==> config.mk <==
export PLATFORM = sky130hd
export DESIGN_NAME = mem_stage_bus_ctrl
export DESIGN_NICKNAME = d
export VERILOG_FILES = /design/src/rtl/mem_stage_bus_ctrl.sv
export SDC_FILE = /design/constraint.sdc
export NUM_CORES = 1
export LEC_CHECK = 0
export ABC_AREA = 0
export CAP_MARGIN = 20
export CORE_ASPECT_RATIO = 1.25
export CORE_MARGIN = 3
export CORE_UTILIZATION = 33
export CTS_CLUSTER_SIZE = 14
export DETAILED_ROUTE_END_ITERATION = 8
export PLACE_DENSITY_LB_ADDON = 0.2
export SETUP_SLACK_MARGIN = 0.5
export SLEW_MARGIN = 0
export SYNTH_ARGS = -nofsm -noshare
export SYNTH_HDL_FRONTEND = slang
export SYNTH_SLANG_ARGS = --single-unit
==> constraint.sdc <==
create_clock -name clk -period 2.95 [get_ports clk]
set_input_delay 0.295 -clock clk [delete_from_list [all_inputs] [get_ports clk]]
set_output_delay 0.295 -clock clk [all_outputs]
set_load 0.005 [all_outputs]
==> src/rtl/mem_stage_bus_ctrl.sv <==
// mem_stage_bus_ctrl
//   MEM-stage data-memory access controller. Turns a load/store request into
//   one valid/ready bus transaction, formats the returned load data and holds
//   the pipeline (mem_stall) until the access has completed.
//
// Ports
//   clk, rst          clock (rising edge), synchronous active-high reset
//   mem_re, mem_we    load / store request (both high = store)
//   mem_addr          byte address
//   mem_wdata         store data, right-aligned
//   mem_funct3        RV64 load/store funct3 (width + signedness)
//   kill              squash of the MEM-stage instruction; only blocks new requests
//   mem_rdata         formatted load result (registered)
//   mem_stall         stall request to the pipeline stall/flush unit
//   except_misalign   misaligned access, combinational, only while idle
//   except_access     bus error / timeout, one-cycle pulse in DONE
//   bus_req_*         request channel (valid/ready, 8-byte aligned address,
//                     lane-shifted write data, byte-lane write mask)
//   bus_resp_*        response channel (valid, aligned 8-byte data, error)
module mem_stage_bus_ctrl #(
  parameter int XLEN    = 64,
  parameter int TIMEOUT = 255
) (
  input  logic            clk,
  input  logic            rst,
  input  logic            mem_re,
  input  logic            mem_we,
  input  logic [XLEN-1:0] mem_addr,
  input  logic [XLEN-1:0] mem_wdata,
  input  logic [2:0]      mem_funct3,
  input  logic            kill,
  output logic [XLEN-1:0] mem_rdata,
  output logic            mem_stall,
  output logic            except_misalign,
  output logic            except_access,
  output logic            bus_req_valid,
  input  logic            bus_req_ready,
  output logic            bus_req_we,
  output logic [XLEN-1:0] bus_req_addr,
  output logic [XLEN-1:0] bus_req_wdata,
  output logic [7:0]      bus_req_wmask,
  input  logic            bus_resp_valid,
  input  logic [XLEN-1:0] bus_resp_rdata,
  input  logic            bus_resp_err
);

  typedef enum logic [1:0] {IDLE, REQ, WAIT, DONE} state_e;

  state_e            state_q, state_d;
  logic [XLEN-1:3]   addr_q;
  logic [2:0]        off_q;
  logic [2:0]        funct3_q;
  logic              we_q;
  logic [XLEN-1:0]   wdata_q;
  logic [7:0]        wmask_q;
  logic [XLEN-1:0]   rdata_q;
  logic [7:0]        cnt_q;
  logic              fault_q;

  logic              access;
  logic [2:0]        off;
  logic [3:0]        size;
  logic [2:0]        amask;
  logic              aligned;
  logic [7:0]        wmask;
  logic [XLEN-1:0]   wdata_sh;
  logic [XLEN-1:0]   ld_sh;
  logic [XLEN-1:0]   ld_fmt;
  logic              launch, accept, take_resp, time_out;

  assign off    = mem_addr[2:0];
  assign access = (mem_re | mem_we) & ~kill;

  // Access size in bytes. Unused store encodings (bit2 set) and 111 fall
  // back to a full doubleword.
  always_comb begin
    size = 4'd8;
    case (mem_funct3)
      3'b000, 3'b100: size = 4'd1;
      3'b001, 3'b101: size = 4'd2;
      3'b010, 3'b110: size = 4'd4;
      default:        size = 4'd8;
    endcase
    if (mem_we && mem_funct3[2]) size = 4'd8;
  end

  // size-1 is 0/1/3/7, so alignment is just the low offset bits under it.
  assign amask    = 3'(size - 4'd1);
  assign aligned  = (off & amask) == 3'd0;
  assign wmask    = mem_we ? (8'((9'd1 << size) - 9'd1) << off) : 8'd0;
  assign wdata_sh = mem_wdata << {off, 3'b000};

  // Load formatting works on the latched offset/funct3 of the in-flight access.
  assign ld_sh = bus_resp_rdata >> {off_q, 3'b000};
  always_comb begin
    ld_fmt = ld_sh;
    case (funct3_q)
      3'b000:  ld_fmt = {{(XLEN-8){ld_sh[7]}},   ld_sh[7:0]};
      3'b001:  ld_fmt = {{(XLEN-16){ld_sh[15]}}, ld_sh[15:0]};
      3'b010:  ld_fmt = {{(XLEN-32){ld_sh[31]}}, ld_sh[31:0]};
      3'b100:  ld_fmt = {{(XLEN-8){1'b0}},       ld_sh[7:0]};
      3'b101:  ld_fmt = {{(XLEN-16){1'b0}},      ld_sh[15:0]};
      3'b110:  ld_fmt = {{(XLEN-32){1'b0}},      ld_sh[31:0]};
      default: ld_fmt = ld_sh;
    endcase
  end

  // Next state and control strobes.
  always_comb begin
    state_d         = state_q;
    mem_stall       = 1'b0;
    except_misalign = 1'b0;
    launch          = 1'b0;
    accept          = 1'b0;
    take_resp       = 1'b0;
    time_out        = 1'b0;
    case (state_q)
      IDLE: begin
        if (access) begin
          if (aligned) begin
            launch    = 1'b1;
            mem_stall = 1'b1;
            state_d   = REQ;
          end else begin
            except_misalign = 1'b1;
          end
        end
      end
      REQ: begin
        mem_stall = 1'b1;
        if (bus_req_ready) begin
          accept  = 1'b1;
          state_d = WAIT;
        end
      end
      WAIT: begin
        mem_stall = 1'b1;
        if (bus_resp_valid) begin
          take_resp = 1'b1;
          state_d   = DONE;
        end else if (cnt_q == 8'(TIMEOUT - 1)) begin
          // cnt_q counts WAIT cycles already spent, so this is cycle TIMEOUT.
          time_out = 1'b1;
          state_d  = DONE;
        end
      end
      // One unstalled cycle lets the instruction leave MEM; going straight to
      // IDLE with the request still present would reissue it.
      DONE:    state_d = IDLE;
      default: state_d = IDLE;
    endcase
    // Idle-path outputs are forced low while reset is held.
    if (rst) begin
      mem_stall       = 1'b0;
      except_misalign = 1'b0;
    end
  end

  always_ff @(posedge clk) begin
    if (rst) begin
      state_q  <= IDLE;
      addr_q   <= '0;
      off_q    <= '0;
      funct3_q <= '0;
      we_q     <= 1'b0;
      wdata_q  <= '0;
      wmask_q  <= '0;
      rdata_q  <= '0;
      cnt_q    <= '0;
      fault_q  <= 1'b0;
    end else begin
      state_q <= state_d;
      if (launch) begin
        addr_q   <= mem_addr[XLEN-1:3];
        off_q    <= off;
        funct3_q <= mem_funct3;
        we_q     <= mem_we;
        wdata_q  <= wdata_sh;
        wmask_q  <= wmask;
        fault_q  <= 1'b0;
      end
      if (accept)                cnt_q <= '0;
      else if (state_q == WAIT)  cnt_q <= cnt_q + 8'd1;
      if (take_resp) begin
        if (bus_resp_err) begin
          fault_q <= 1'b1;
          rdata_q <= '0;
        end else if (!we_q) begin
          rdata_q <= ld_fmt;
        end
      end
      if (time_out) fault_q <= 1'b1;
    end
  end

  assign mem_rdata     = rdata_q;
  assign except_access = (state_q == DONE) & fault_q;
  assign bus_req_valid = (state_q == REQ);
  assign bus_req_we    = we_q;
  assign bus_req_addr  = {addr_q, 3'b000};
  assign bus_req_wdata = wdata_q;
  assign bus_req_wmask = wmask_q;

endmodule
==> summary.md <==
| Metric | Value |
|---|---|
| Hold Path Class | in2reg |
| Fin crit share | 78.0% |
| Via count | 11,935 |
| CTS clock-pin slew for the worst setup and hold paths | 0.06 ns |
| Required @ worst endpoint | 2.65 ns |
| Pwr Density | 468 mW/mm2 |
| Drt initial violations | 945 |
| DR pass1 iterations | 7 |
| CP Max Fanout | 4 |
| Port Buffers | 404 |
| Die H | 216 um |
| Final Wtd Congestion | 0.885 |
| Max Freq | 0.435 GHz |
| Worst skew pair latency | 0.54 ns |
| Post-synthesis xor/xnor area fraction | 0.376% |
| # DRC | 0 |
| Initial core utilization | 33.6% |
| Reg2reg end | mem_rdata[32]$_SDFFE_PP0P_ |
| Pleak | 0.00618 uW |
| Worst setup EP type | primary output |
| Max Slew Vio Count | 0 |
| Post-synthesis mux area share | 15.5% |
| Synth Area in Adders | 1.50% |
| Area grow syn2layout | 46.9% |
| Post-synthesis compound-gate area fraction | 21.1% |
| Netlist cell types | 64 |
| Peak VDD IR | 0.328 mV |
| Gr ovfl total | 0 |
| Finished Core Util | 49.3% |
| Seq/Total Area, Yosys | 36.9% |
| Critical Path Slowest Stage Cell | dfxtp_1 |
| DRT antenna net count | 0 |
| Mapped Cells | 1,443 |
| Post-synth EDFFs | 0 |
| Most common cell after layout, fill and taps aside | clkdlybuf4s50_1 |
| Clock sinks | 215 |
| Wirelength per Cell | 20.0 um |
| Setup violators final | 0 |
| WHS | 0.112 ns |
| Simple-Gate Fraction of Synth Area | 19.0% |
| Synth async-reset ratio | 0% |
| Vias in the first global route | 11,660 |
| Worst clock skew | 0.0123 ns |
| Clock buffer depth | 3 |
| GRT Util Overall | 22.8% |
| First-pass GRT wire length | 68.3 mm |
| Status | complete, no violations |
| Final WL | 45.6 mm |
| Relative slew slack | 42.9% |
| Max-cap violations | 0 |
| Share of layout cells above drive strength 1 | 11.3% |
| # rows | 76 |
| Hold wc startpoint | mem_addr[0] |
| Antenna violations before repair | 2 |
| Cts bufs inserted | 24 |
| FF-to-FF Start | off_q[2]$_SDFFE_PP0P_ |
| Final Hold Viols | 0 |
| CTS tree | done |
| Synth Area per Inst | 8.08 um2 |
| Core ar. | 0.0347 mm2 |
| Worst setup SP type | flip-flop |
| Worst Setup SP | state_q[0]$_SDFFE_PP0P_ |
| Reg2Reg Depth | 7 |
| Largest family of logic cells by synthesized area | compound AO/OA/AOI/OAI gates |
| Htree depth | 1 |
| Worst-Margin Slew | 0.850 ns |
| Crit path cell chain | inv_1, ha_1, inv_1, nor2_2, nand3_4, a211oi_2, buf_2 |
| Die area | 0.0376 mm2 |
| #FFs+latches synth | 215 |
| Tmin final | 2.30 ns |
| N_diodes | 0 |
| Synth Flop Type | dfxtp_1 |
| Yosys warnings | 0 |
| Worst EP arrival | 2.01 ns |
| CP Capture Point | mem_stall |
| Largest net degree at the start of global routing | 97 |
| CTS root buffer | clkbuf_16 |
| Worst hold path cell count | 3 |
| Die Width | 174 um |
| RSZ-0062 raised after global routing | false |
| Worst path max stage delay | 0.34 ns |
| R2R Setup Slk | 0.65 ns |
| Leading cell types in the layout, fill and taps excluded | 394 x clkdlybuf4s50_1, 286 x nand2_1, 212 x dfxtp_1 |
| Fin nets | 2,014 |
| Dpl hpwl | 33.6 mm |
| Mapped Area | 0.0117 mm2 |
| Crit-path most repeated cell | inv_1 |
| I/O pins | 408 |
| Crit Path Class | reg2out |
| Vias per cell | 5.23 |
-- layer usage --
| layer | wire length (um) | track usage, % | vias up | part of all wire [%] |
|---|---|---|---|---|
| li1 | - | - | 5786 | - |
| met1 | 17500 | 25.8 | 5600 | 38 |
| met2 | 22900 | 41.3 | 469 | 50 |
| met3 | 3270 | 5.15 | 80 | 7.2 |
| met4 | 1940 | 9.44 | 0 | 4.2 |
| met5 | 0 | 0 | - | 0 |
-- per-stage QoR --
step	TNS [ns]	instance area, um2	cells	setup slack [ns]	power, uW
final	0	17100	2281	0.649	8010
after detailed placement	-0.248	16200	2236	-0.101	5000
after global routing	0	17100	2281	0.522	8370
after floorplan	0	11700	1445	0.524	4090
after CTS	0	17000	2280	0.478	8080
after global placement	-0.113	16200	2236	-0.0813	4990
-- cell families after synthesis --
| kind of cell | after synthesis |
|---|---|
| fa+ha+maj | 14 |
| simple gates | 530 |
| compound gates | 385 |
| xor+xnor | 5 |
| buf+inv | 144 |
| flops | 215 |
| other cells | 1 |
| mux | 149 |
-- flip-flops by register name (all words and copies together), names as in the netlist --
register,flops
bus_req_we,1
off_q,3
mem_rdata,64
cnt_q,8
funct3_q,3
addr_q,61
fault_q,1
bus_req_wmask,8
bus_req_wdata,64
state_q,2
-- worst min path at each step --
stage	to	slack (ns)
after floorplan	addr_q[10]$_SDFFE_PP0P_	0.43
after global placement	mem_rdata[41]$_SDFFE_PP0P_	0.44
after detailed placement	mem_rdata[46]$_SDFFE_PP0P_	0.44
after CTS	off_q[0]$_SDFFE_PP0P_	0.08
after global routing	off_q[0]$_SDFFE_PP0P_	0.12
final	off_q[0]$_SDFFE_PP0P_	0.11
-- power by group --
part	internal, uW	leakage (uW)	switching, uW	total (uW)
combinational	903	0.00405	954	1860
sequential	3030	0.00174	86.8	3120
clock	1760	0.000385	1270	3030
-- synth_stat cells, drive strengths merged (18+ instances only) --
library cell,count,area (um2)
nand2,288,1080
dfxtp,215,4300
a21oi,172,865
nor2,135,507
mux2i,95,951
o21ai,78,518
clkbuf,66,249
buf,60,337
mux2,33,372
o22ai,29,181
nand3,25,130
nor3,23,115
mux4,21,480
a211oi,18,135
-- timing repair --
action / in CTS / in global routing
buffers inserted: 2 / 1
setup endpoints to repair: 4 / 61
resized for setup: 17 / 18
cloned: 0 / 0
hold buffers: 0 / 0
pin swaps: 3 / 2
-- worst max-delay path: cells and delay by family, from the launching register on --
| kind | cells | cell delay, ns |
|---|---|---|
| DFF | 1 | 0.34 |
| adders and majority gates | 1 | 0.20 |
| and+or+nand+nor | 2 | 0.29 |
| AOI/OAI and AO/OA | 1 | 0.25 |
| buffers and inverters | 3 | 0.39 |
-- final cells by class --
| type | count | area (um2) |
|---|---|---|
| Clock inverter | 6 | 68.8 |
| Tap cell | 468 | 586 |
| Timing Repair Buffer | 452 | 4510 |
| Multi-Input combinational cell | 1086 | 6870 |
| Inverter | 18 | 67.6 |
| Fill cell | 3330 | 17600 |
| Sequential cell | 215 | 4310 |
| Clock buffer | 36 | 716 |
(Power assumes the default switching activity.)
==> RTL edit 1 (same flow settings) <==
`XLEN`: 64 -> 68.
--- a/src/rtl/mem_stage_bus_ctrl.sv
+++ b/src/rtl/mem_stage_bus_ctrl.sv
@@ -20,3 +20,3 @@
 module mem_stage_bus_ctrl #(
-  parameter int XLEN    = 64,
+  parameter int XLEN    = 68,
   parameter int TIMEOUT = 255
Interface: changed (6 resized); port bits go from 408 to 432. The function was not compared with the original's and may differ.
==> RTL edit 1 against the original RTL <==
- maximum frequency fell by 2.9%
- synthesized cell count is 4.5% higher
- setup slack got worse by 0.068 ns
- synthesized area grew 4.6%
- largest power group unchanged
- utilization increased by 0.49 points
- die area increased by 4.5%
- power is 12% higher
- critical path depth is 3 higher
- final area is 5.9% higher
- non-clock buffer count rose by 46
- sequential cell count rose by 12
- register-to-register slack lost 0.03 ns
- count of clock-buffer cells in the layout up 3
- wire length up 5.4%
==> RTL edit 1: results <==
[run_status]
status = "completed"

[final_layout]
drive_gt1_share_pct = 11.3
nNetsFinal = 2133
n_clock_buffer = 39
multi_input_cells = 1135
signal_buffers = 498
final-clk-cell-share_pct = 4.83
nonClkBufAreaFrac_pct = 27.2
storage_element_area_mm2 = 0.00455
multi_input_gate_area_mm2 = 0.00711
n_all_inverters = 15
antenna_cells = 1
stdcell_count = 2405

[power_and_ir_drop]
static_leak_nw = 6.49
irDropWorstVdd_mv = 0.382
net-switching-power_w = 0.00268

[drt]
route.met2.wl_um = 23600
dr.pass1.iters = 5
wire_per_inst_um = 20.0
vias_per_cell = 5.32
routed_length_on_met3_um = 4380
top_layer_used = "met5"
drt_iter0_markers = 920
wirelength_met1_um = 18100

[worst_setup_path]
cell_count_of_the_worst_reg_to_reg_path = 6
r2r_end = "mem_rdata[22]$_SDFFE_PP0P_"
cp.arrival_ns = 2.07
rrSetupSlack_ns = 0.62
cp_slowest_stage_delay_ns = 0.30

[synthesis]
syn_avg_cell_area_um2 = 8.09
yosys-top-cells-count = "sky130_fd_sc_hd__nand2_1, sky130_fd_sc_hd__dfxtp_1, sky130_fd_sc_hd__a21oi_1"
synth_sequential_area_ratio_pct = 37.3
ys_top_cells_by_area = "sky130_fd_sc_hd__dfxtp_1, sky130_fd_sc_hd__nand2_1, sky130_fd_sc_hd__a21oi_1"

[sta]
worst_pin_slew_ns = 0.836
fin_hold_ws_ns = 0.0217

[global_routing]
largest_net_degree_at_the_start_of_global_routing = 153
first_global_vias = 12700
global_route_wire_length_before_repair_um = 73000

[worst_hold_path]
timing.hold.worst_path_depth = 2
hold_path_end = "bus_req_wdata[66]$_SDFFE_PP0P_"
hold_path.startpoint = "rst"

[place]
port-buffer-count = 428
hpwlAfterDp_um = 35300
routabilityCongestion = 0.927

[clock_tree]
number_of_clock_buffers_inserted_by_tritoncts = 27
==> RTL edit 1: changes by cell type after synthesis, moves of 14 or more <==
cell                       delta
sky130_fd_sc_hd__nor2_1      +15
sky130_fd_sc_hd__o21ai_2     -31
sky130_fd_sc_hd__o21ai_0     +26
sky130_fd_sc_hd__clkbuf_1    +18
sky130_fd_sc_hd__a21oi_1     +15
sky130_fd_sc_hd__mux4_2      +15
sky130_fd_sc_hd__o22ai_1     -14
==> RTL edit 1: worst max-delay path by stage <==
stage	endpoint	start	cells past startpoint
after detailed placement	bus_req_wdata[12]$_SDFFE_PP0P_	mem_we	11
after floorplan	bus_req_wdata[33]$_SDFFE_PP0P_	mem_we	13
after global routing	mem_rdata[50]$_SDFFE_PP0P_	off_q[2]$_SDFFE_PP0P_	8
after CTS	mem_rdata[44]$_SDFFE_PP0P_	off_q[2]$_SDFFE_PP0P_	8
final	mem_stall	mem_funct3[0]	10
after global placement	bus_req_wmask[4]$_SDFFE_PP0P_	mem_we	12
==> RTL edit 1: cells by family after synthesis <==
group / after synthesis / share of synthesized area, %
buffers and inverters: 148 / 5.16
adder cells (fa/ha/maj): 14 / 1.44
multiplexers: 151 / 16.2
AND/OR/NAND/NOR: 568 / 19.9
flip-flops: 227 / 37.3
XOR/XNOR: 6 / 0.431
other: 1 / 0.0307
AO/OA/AOI/OAI: 393 / 19.5
==> RTL edit 1: worst max-delay path: cells and delay by family <==
family	cells	cell delay, ns
compound gates	1	0.08
fa+ha+maj	1	0.26
buf+inv	3	0.59
simple gates	5	0.86
==> RTL edit 1: what timing repair did <==
item                                    in CTS  in global routing
resized for setup                           21                 12
buffers inserted                             1                  1
pin swaps                                    5                  4
endpoints found under the setup margin      31                 43
==> RTL edit 1: through the flow <==
| step | utilization [%] | setup TNS [ns] | area, µm² | setup WS, ns |
|---|---|---|---|---|
| after floorplan | - | 0 | 12300 | 0.461 |
| after CTS | 49.8 | 0 | 18100 | 0.574 |
| after global placement | 47.3 | -2.81 | 17200 | -0.165 |
| after global routing | 49.8 | 0 | 18100 | 0.479 |
| after detailed placement | 47.3 | -6.39 | 17200 | -0.148 |
| final | 49.8 | 0 | 18100 | 0.581 |
==> RTL edit 1: per-layer routing <==
metal	up-vias	GRT usage, %
li1	6135	-
met1	6035	27.1
met2	517	40.5
met3	94	6.04
met4	2	9.40
met5	-	0
==> RTL edit 1: power by group through the flow <==
| stage | sequential, W | clock, W | combinational [W] |
|---|---|---|---|
| floorplan | 0.00342 | 0 | 0.00111 |
| global placement | 0.00343 | 0 | 0.00225 |
| detailed placement | 0.00344 | 0 | 0.00226 |
| CTS | 0.00337 | 0.00340 | 0.00228 |
| global route | 0.00340 | 0.00352 | 0.00249 |
| finish | 0.00337 | 0.00333 | 0.00229 |
==> RTL edit 2 (config.mk and constraints unchanged) <==
Made on the original files. Re-encode `state_e` (4 states) as Gray code, 2 bits wide.
--- a/src/rtl/mem_stage_bus_ctrl.sv
+++ b/src/rtl/mem_stage_bus_ctrl.sv
@@ -46,3 +46,3 @@
 
-  typedef enum logic [1:0] {IDLE, REQ, WAIT, DONE} state_e;
+  typedef enum logic [1:0] {IDLE = 2'b00, REQ = 2'b01, WAIT = 2'b11, DONE = 2'b10} state_e;
 
Function: no difference found for any inputs over 4 cycles, from zero or initial values and one cycle with rst high; so few cycles prove little.
==> RTL edit 2 against the original RTL <==
- power is 4.7% lower
- wire length down 1.0%
- cell count is 0.61% lower
- synthesized area is 1.5% lower
- count of clock-buffer cells in the layout unchanged
- largest power group is now the clock network
- final area increased by 0.70%
- global-route usage grew 0.37 points
- highest routed layer is now met5
- critical path type is now reg -> reg
- clock skew rose by 0.0075 ns
- synthesized cell count down 3.0%
- setup slack got worse by 0.056 ns
- via count shrank 0.75%
- sequential cell count unchanged
- maximum frequency fell by 2.4%
==> RTL edit 2: results <==
[sta]
worst_pin_slew_ns = 0.871
skew_ns = 0.0198
fin_hold_ws_ns = 0.153
layout_setup_ws_ns = 0.593

[worst_setup_path]
r2r_end = "mem_rdata[12]$_SDFFE_PP0P_"
crit_path_max_fanout = 24
cell_count_of_the_worst_reg_to_reg_path = 6
critPathSlowestCell = "sky130_fd_sc_hd__dfxtp_2"
cp_slowest_stage_delay_ns = 0.51
timing.critical_path.from = "off_q[1]$_SDFFE_PP0P_"
cp.arrival_ns = 2.78
crit_type = "reg -> reg"

[final_layout]
drive_gt1_share_pct = 12.1
nNetsFinal = 2000
fillerInstances = 3273
stdcell_count = 2267

[global_routing]
largest_net_degree_at_the_start_of_global_routing = 103
antenna_found_initial = 5
first_global_vias = 11900
grt_util_all_layers_pct = 23.2

[synthesis]
post_synth_fa_ha_maj_area_fraction_pct = 0.872
yosys-top-cells-count = "sky130_fd_sc_hd__nand2_1, sky130_fd_sc_hd__dfxtp_1, sky130_fd_sc_hd__a21oi_1"
synthesized_instance_count = 1399
netlist-cell-type-count = 61
fraction_of_the_mapped_netlist_area_in_compound_gates_pct = 19.0
synth_sequential_area_ratio_pct = 37.5
ys_top_cells_by_area = "sky130_fd_sc_hd__dfxtp_1, sky130_fd_sc_hd__nand2_1, sky130_fd_sc_hd__mux2i_1"
yosys-mux-area-fraction_pct = 17.6

[drt]
drt_iter0_markers = 824
wire_per_inst_um = 19.9
vias_per_cell = 5.23

[run_status]
status = "completed"

[power_and_ir_drop]
irDropWorstVdd_mv = 0.384

[place]
detailed_place.area_mm2 = 0.0164
hpwlAfterDp_um = 34100
routabilityCongestion = 0.888
placed_cells = 2221
-- RTL edit 2: cell count changes after synthesis, sizes merged, moves of 11 or more --
cell	change
nor2	-13
a22o	+15
nand2	-28
buf	-16
o22ai	-11
a211oi	-11
clkbuf	+13
-- RTL edit 2: what timing repair did --
action / CTS / global route
buffers inserted: 3 / 0
setup endpoints to repair: 4 / 112
pin swaps: 3 / 0
endpoints found under the hold margin: 0 / 0
resized for setup: 14 / 6
-- RTL edit 2: cell type report --
cell class / instances / area (µm²) / area share, %
multi-input combinational: 1043 / 6690 / 38.8
timing repair buffer: 485 / 4800 / 27.8
sequential: 215 / 4310 / 25.0
clock buffer: 36 / 737 / 4.27
tap: 462 / 578 / 3.35
inverter: 20 / 77.6 / 0.450
clock inverter: 5 / 55.1 / 0.319
antenna: 1 / 2.50 / 0.0145
-- RTL edit 2: worst reg2reg max path, stage by stage (launching register included) --
cell                      delay, ns
sky130_fd_sc_hd__dfxtp_2       0.51
sky130_fd_sc_hd__buf_4         0.39
sky130_fd_sc_hd__mux2_2        0.40
sky130_fd_sc_hd__o21ai_0       0.41
sky130_fd_sc_hd__mux2_2        0.25
sky130_fd_sc_hd__o21ai_0       0.08
sky130_fd_sc_hd__a22o_1        0.22
-- RTL edit 2: layer usage --
layer	share of wire, %	routed length (µm)	GRT usage, %
met5	0.13	57	0
met4	3.7	1660	8.65
met3	9.3	4180	6.98
met2	49	21900	40.6
met1	38	17300	26.7
-- RTL edit 2: power by group --
part	internal, W	switching (W)	total, W
Combinational	0.000789	0.000756	0.00154
Sequential	0.00298	0.0000544	0.00304
Clock	0.00180	0.00125	0.00305
Total	0.00557	0.00206	0.00763
